[config.mk]
export PLATFORM = sky130hd
export DESIGN_NAME = display_bcd_mux
export DESIGN_NICKNAME = d
export VERILOG_FILES = /design/src/rtl/display_bcd_mux.sv
export SDC_FILE = /design/constraint.sdc
export NUM_CORES = 1
export LEC_CHECK = 0
export CAP_MARGIN = 20
export CORE_ASPECT_RATIO = 0.8
export CORE_MARGIN = 4
export CORE_UTILIZATION = 47
export DETAILED_ROUTE_END_ITERATION = 6
export DONT_BUFFER_PORTS = 1
export HOLD_SLACK_MARGIN = 0.1
export PLACE_DENSITY = 0.71
export SYNTH_ARGS = -nofsm -noshare
export SYNTH_HDL_FRONTEND = slang
export SYNTH_SLANG_ARGS = --single-unit
[constraint.sdc]
create_clock -name clk -period 2.4 [get_ports clk]
set_input_delay 0.36 -clock clk [delete_from_list [all_inputs] [get_ports clk]]
set_output_delay 0.36 -clock clk [all_outputs]
set_load 0.1 [all_outputs]
[src/rtl/display_bcd_mux.sv]
// display_bcd_mux
//   Holds three BCD digits from the binary-to-BCD converter and scans them
//   onto a 3-digit common-anode 7-segment display, units first.
//
// Ports:
//   clk          system clock, rising edge
//   rst_n        synchronous active-low reset
//   load         single-cycle strobe, captures the three BCD inputs
//   bcd_centenas hundreds digit
//   bcd_dezenas  tens digit
//   bcd_unidades units digit
//   blank_en     1 = blank leading zeros (sampled every cycle)
//   seg[6:0]     segments, active-low, seg[0]=a .. seg[6]=g
//   an[2:0]      digit enables, active-low, an[0]=units .. an[2]=hundreds
//   frame_done   one-cycle pulse after each complete units/tens/hundreds scan
module display_bcd_mux #(
  parameter int unsigned DIV = 50000
) (
  input  logic       clk,
  input  logic       rst_n,
  input  logic       load,
  input  logic [3:0] bcd_centenas,
  input  logic [3:0] bcd_dezenas,
  input  logic [3:0] bcd_unidades,
  input  logic       blank_en,
  output logic [6:0] seg,
  output logic [2:0] an,
  output logic       frame_done
);

  localparam int unsigned CW = (DIV > 1) ? $clog2(DIV) : 1;
  localparam logic [CW-1:0] LAST = CW'(DIV - 1);

  typedef enum logic [1:0] {UNI, DEZ, CEN} scan_t;

  scan_t         state;
  logic [CW-1:0] cnt;
  logic          tick;
  logic [3:0]    h_c;
  logic [3:0]    h_d;
  logic [3:0]    h_u;
  logic [3:0]    digit;
  logic          blank;
  logic [2:0]    an_sel;
  logic [6:0]    seg_next;

  // Active-low gfedcba; non-BCD codes show a lone dash (segment g).
  function automatic logic [6:0] bcd_to_seg(input logic [3:0] v);
    logic [6:0] s;
    case (v)
      4'd0:    s = 7'b1000000;
      4'd1:    s = 7'b1111001;
      4'd2:    s = 7'b0100100;
      4'd3:    s = 7'b0110000;
      4'd4:    s = 7'b0011001;
      4'd5:    s = 7'b0010010;
      4'd6:    s = 7'b0000010;
      4'd7:    s = 7'b1111000;
      4'd8:    s = 7'b0000000;
      4'd9:    s = 7'b0010000;
      default: s = 7'b0111111;
    endcase
    return s;
  endfunction

  assign tick = (cnt == LAST);

  // Digit selection and leading-zero blanking for the current scan slot.
  // Units are never blanked so a value of zero still shows "0".
  always_comb begin
    digit  = h_u;
    an_sel = 3'b110;
    blank  = 1'b0;
    case (state)
      DEZ: begin
        digit  = h_d;
        an_sel = 3'b101;
        blank  = blank_en && (h_c == 4'd0) && (h_d == 4'd0);
      end
      CEN: begin
        digit  = h_c;
        an_sel = 3'b011;
        blank  = blank_en && (h_c == 4'd0);
      end
      default: begin
        digit  = h_u;
        an_sel = 3'b110;
        blank  = 1'b0;
      end
    endcase
  end

  assign seg_next = blank ? 7'b1111111 : bcd_to_seg(digit);

  // Stage boundary: held digits, prescaler, scan state and the output
  // register all update here; outputs are built from pre-edge state, so they
  // trail the scan state by one cycle.
  always_ff @(posedge clk) begin
    if (!rst_n) begin
      h_c        <= 4'd0;
      h_d        <= 4'd0;
      h_u        <= 4'd0;
      cnt        <= '0;
      state      <= UNI;
      seg        <= 7'b1111111;
      an         <= 3'b111;
      frame_done <= 1'b0;
    end else begin
      if (load) begin
        h_c <= bcd_centenas;
        h_d <= bcd_dezenas;
        h_u <= bcd_unidades;
      end
      cnt <= tick ? '0 : cnt + CW'(1);
      if (tick) begin
        case (state)
          UNI:     state <= DEZ;
          DEZ:     state <= CEN;
          default: state <= UNI;
        endcase
      end
      seg        <= seg_next;
      an         <= blank ? 3'b111 : an_sel;
      frame_done <= tick && (state == CEN);
    end
  end

endmodule

==> results.json <==
{
  "final-max-slew-violation-count": 0,
  "area_delta_synth_final_pct": 11.4,
  "ys_warn_count": 0,
  "multi_input_area_um2": 942,
  "grt.overflow.total": 0,
  "ff_latch_area_um2": 821,
  "cp.arrival_ns": 2.23,
  "pwr-share-comb": 0.124,
  "leakagePower_uw": 0.000865,
  "place_area_um2": 1930,
  "vdd_drop_max_mv": 0.363,
  "drtIter0Drc": 59,
  "endpoint_kind": "flop",
  "io_buffers": 0,
  "clkTransAtPathRegs_ns": 0.08,
  "numPlacedInstances": 248,
  "tightest_slew_ns": 0.497,
  "nNetsFinal": 224,
  "nFillCells": 332,
  "ys_ff_latch": 41,
  "grt_max_degree": 18,
  "gp_routability_congestion": 0.773,
  "fmaxAchievable_mhz": 481,
  "start_util": 0.487,
  "cap_violations": 0,
  "hold_slack_ns": 0.138,
  "fin_worst_skew_ns": 0.00778,
  "drc_errors": 0,
  "cts_resized": 0,
  "via_per_inst": 5.36,
  "pwr-share-seq": 0.492,
  "rsz0062_at_grt": "no",
  "ctsHoldBuffers": 0,
  "p_per_area_nw_per_um2": 719,
  "clkPwrFrac": 0.385,
  "core-area_um2": 3780,
  "first_pass_iters": 5,
  "yosysTopAreaCell": "dfxtp_1",
  "synth_cell_types": 40,
  "max-slew-margin-rel": 0.667,
  "min_period_ns": 2.08,
  "grt_pass1_vias": 1402,
  "yosysTopAreaCellShare": 0.446,
  "num_vias": 1371,
  "antenna_cells": 0,
  "numClockSinks": 41,
  "ys_async_sr_fraction": 0,
  "finalInstanceArea_um2": 2050,
  "start_kind": "flop",
  "setup_viol_count_final": 0,
  "synth_area_leaders": "dfxtp_1, mux2i_1, nor2_1",
  "netlist_instances": 189,
  "htree_levels": 2,
  "finalCritPeriodShare": 0.866,
  "die_h_um": 64.0,
  "cts_tree": "built",
  "cts_buffers": 5,
  "ant_nets": 0,
  "postCtsSetupBuffers": 0,
  "grt_first_pass_wirelength_um": 6400,
  "root_buffer": "clkbuf_8",
  "wl_per_cell_um": 13.9,
  "setup-tns-final_ns": 0,
  "outcome": "completed",
  "ys_seq_area_frac": 0.446,
  "worstSkewPairLatency_ns": 0.30,
  "place_hpwl_um": 2640,
  "drive_gt1_frac": 0.144,
  "drt_wl_total_um": 3550,
  "grt_usage": 0.163,
  "ios": 27,
  "cts_buffer_depth": 2,
  "p_sw_frac": 0.258,
  "synth_edf_count": 0,
  "die_x_um": 77.9,
  "rows": 20,
  "syn_avg_cell_area_um2": 9.73,
  "yosysMostFrequentCell": "dfxtp_1",
  "synth_nets": 213,
  "synthesis.area_um2": 1840,
  "worstPathRequired_ns": 2.55,
  "hold_class": "primary input to flop",
  "internal-power_uw": 1090,
  "ys_top_cells_by_count": "dfxtp_1, nor2_1, mux2i_1",
  "stdcell_count": 256,
  "power.switching_uw": 380,
  "die_area_um2": 4980,
  "synth-main-ff-cell": "dfxtp_1",
  "crit_type": "flop to flop",
  "path_max_fanout": 12,
  "antenna_found_initial": 0,
  "final-hold-violation-count": 0
}
[final timing paths]
check / startpoint / endpoint / slack [ns] / cells after the start
min: rst_n / an[0] / 0.14 / 1
max: state[0] / seg[1] / 0.32 / 8
max reg2reg: state[0] / seg[1] / 0.32 / 8
min reg2reg: cnt[0] / cnt[0] / 0.48 / 1
[routing by layer]
layer,vias up,wire (um),GRT usage
li1,693,-,-
met1,645,1620,0.194
met2,26,1700,0.270
met3,7,156,0.0423
met4,0,79,0.0852
met5,-,0,0
[area by class of cell]
cell class / instances / area share
Clock buffer: 7 / 0.0421
Clock inverter: 1 / 0.0147
Inverter: 5 / 0.00916
Multi-Input combinational cell: 136 / 0.460
Sequential cell: 41 / 0.400
Tap cell: 55 / 0.0336
Timing Repair Buffer: 11 / 0.0403
[power groups by stage]
stage	logic, uW	clock network [uW]	registers (uW)
2_1_floorplan	66.2	0	823
3_3_place_gp	178	0	739
3_5_place_dp	183	0	740
4_1_cts	183	579	725
5_1_grt	196	610	729
6_report	182	567	725
[critical path, stage by stage, from the launching register on]
cell and delay, ns:
dfxtp_1 0.38, inv_1 0.09, ha_1 0.49, nor2_1 0.09
a21oi_2 0.27, inv_1 0.12, ha_1 0.23, a21oi_1 0.14
o221ai_1 0.13
[cells in the final DEF (no fill, tap or decap), types with 2 or more instances in the layout]
cell type and instances:
mux2i_1 14, dfxtp_1 41, and4bb_1 2, xnor2_1 2
nand2_1 4, nand2_2 2, nor4_1 2, nor2_1 33
inv_1 3, and3_1 5, a21oi_2 3, xor2_1 10
buf_4 11, o21ai_0 4, and4_1 3, clkbuf_8 6
a22oi_1 5, nand4_1 8, a21oi_1 4, a21o_1 5
nand3_1 8, a211oi_1 2, ha_1 8
[kinds of logic (layout without fill, tap and decap cells)]
| logic type | count (synthesis) | in the layout | share of synthesized area |
|---|---|---|---|
| AOI/OAI and AO/OA | 27 | 27 | 0.101 |
| xor gates and xnor gates | 12 | 12 | 0.0571 |
| adders and majority gates | 8 | 8 | 0.0544 |
| buffers and inverters | 12 | 24 | 0.0415 |
| DFF | 41 | 41 | 0.446 |
| muxes | 14 | 14 | 0.0762 |
| and+or+nand+nor | 75 | 75 | 0.223 |
[sequential cells by signal (all words and copies together), names as in the netlist]
register    count
cnt            16
seg             7
h_c             4
h_d             4
h_u             4
an              3
state           2
frame_done      1
[through the flow]
step	util	power, uW	worst slack [ns]
2_1_floorplan	-	890	0.584
3_3_place_gp	0.512	917	0.512
3_5_place_dp	0.512	922	0.361
4_1_cts	0.542	1490	0.329
5_1_grt	0.542	1540	0.105
6_report	0.542	1470	0.321
Power figures use the tool's default switching activity.
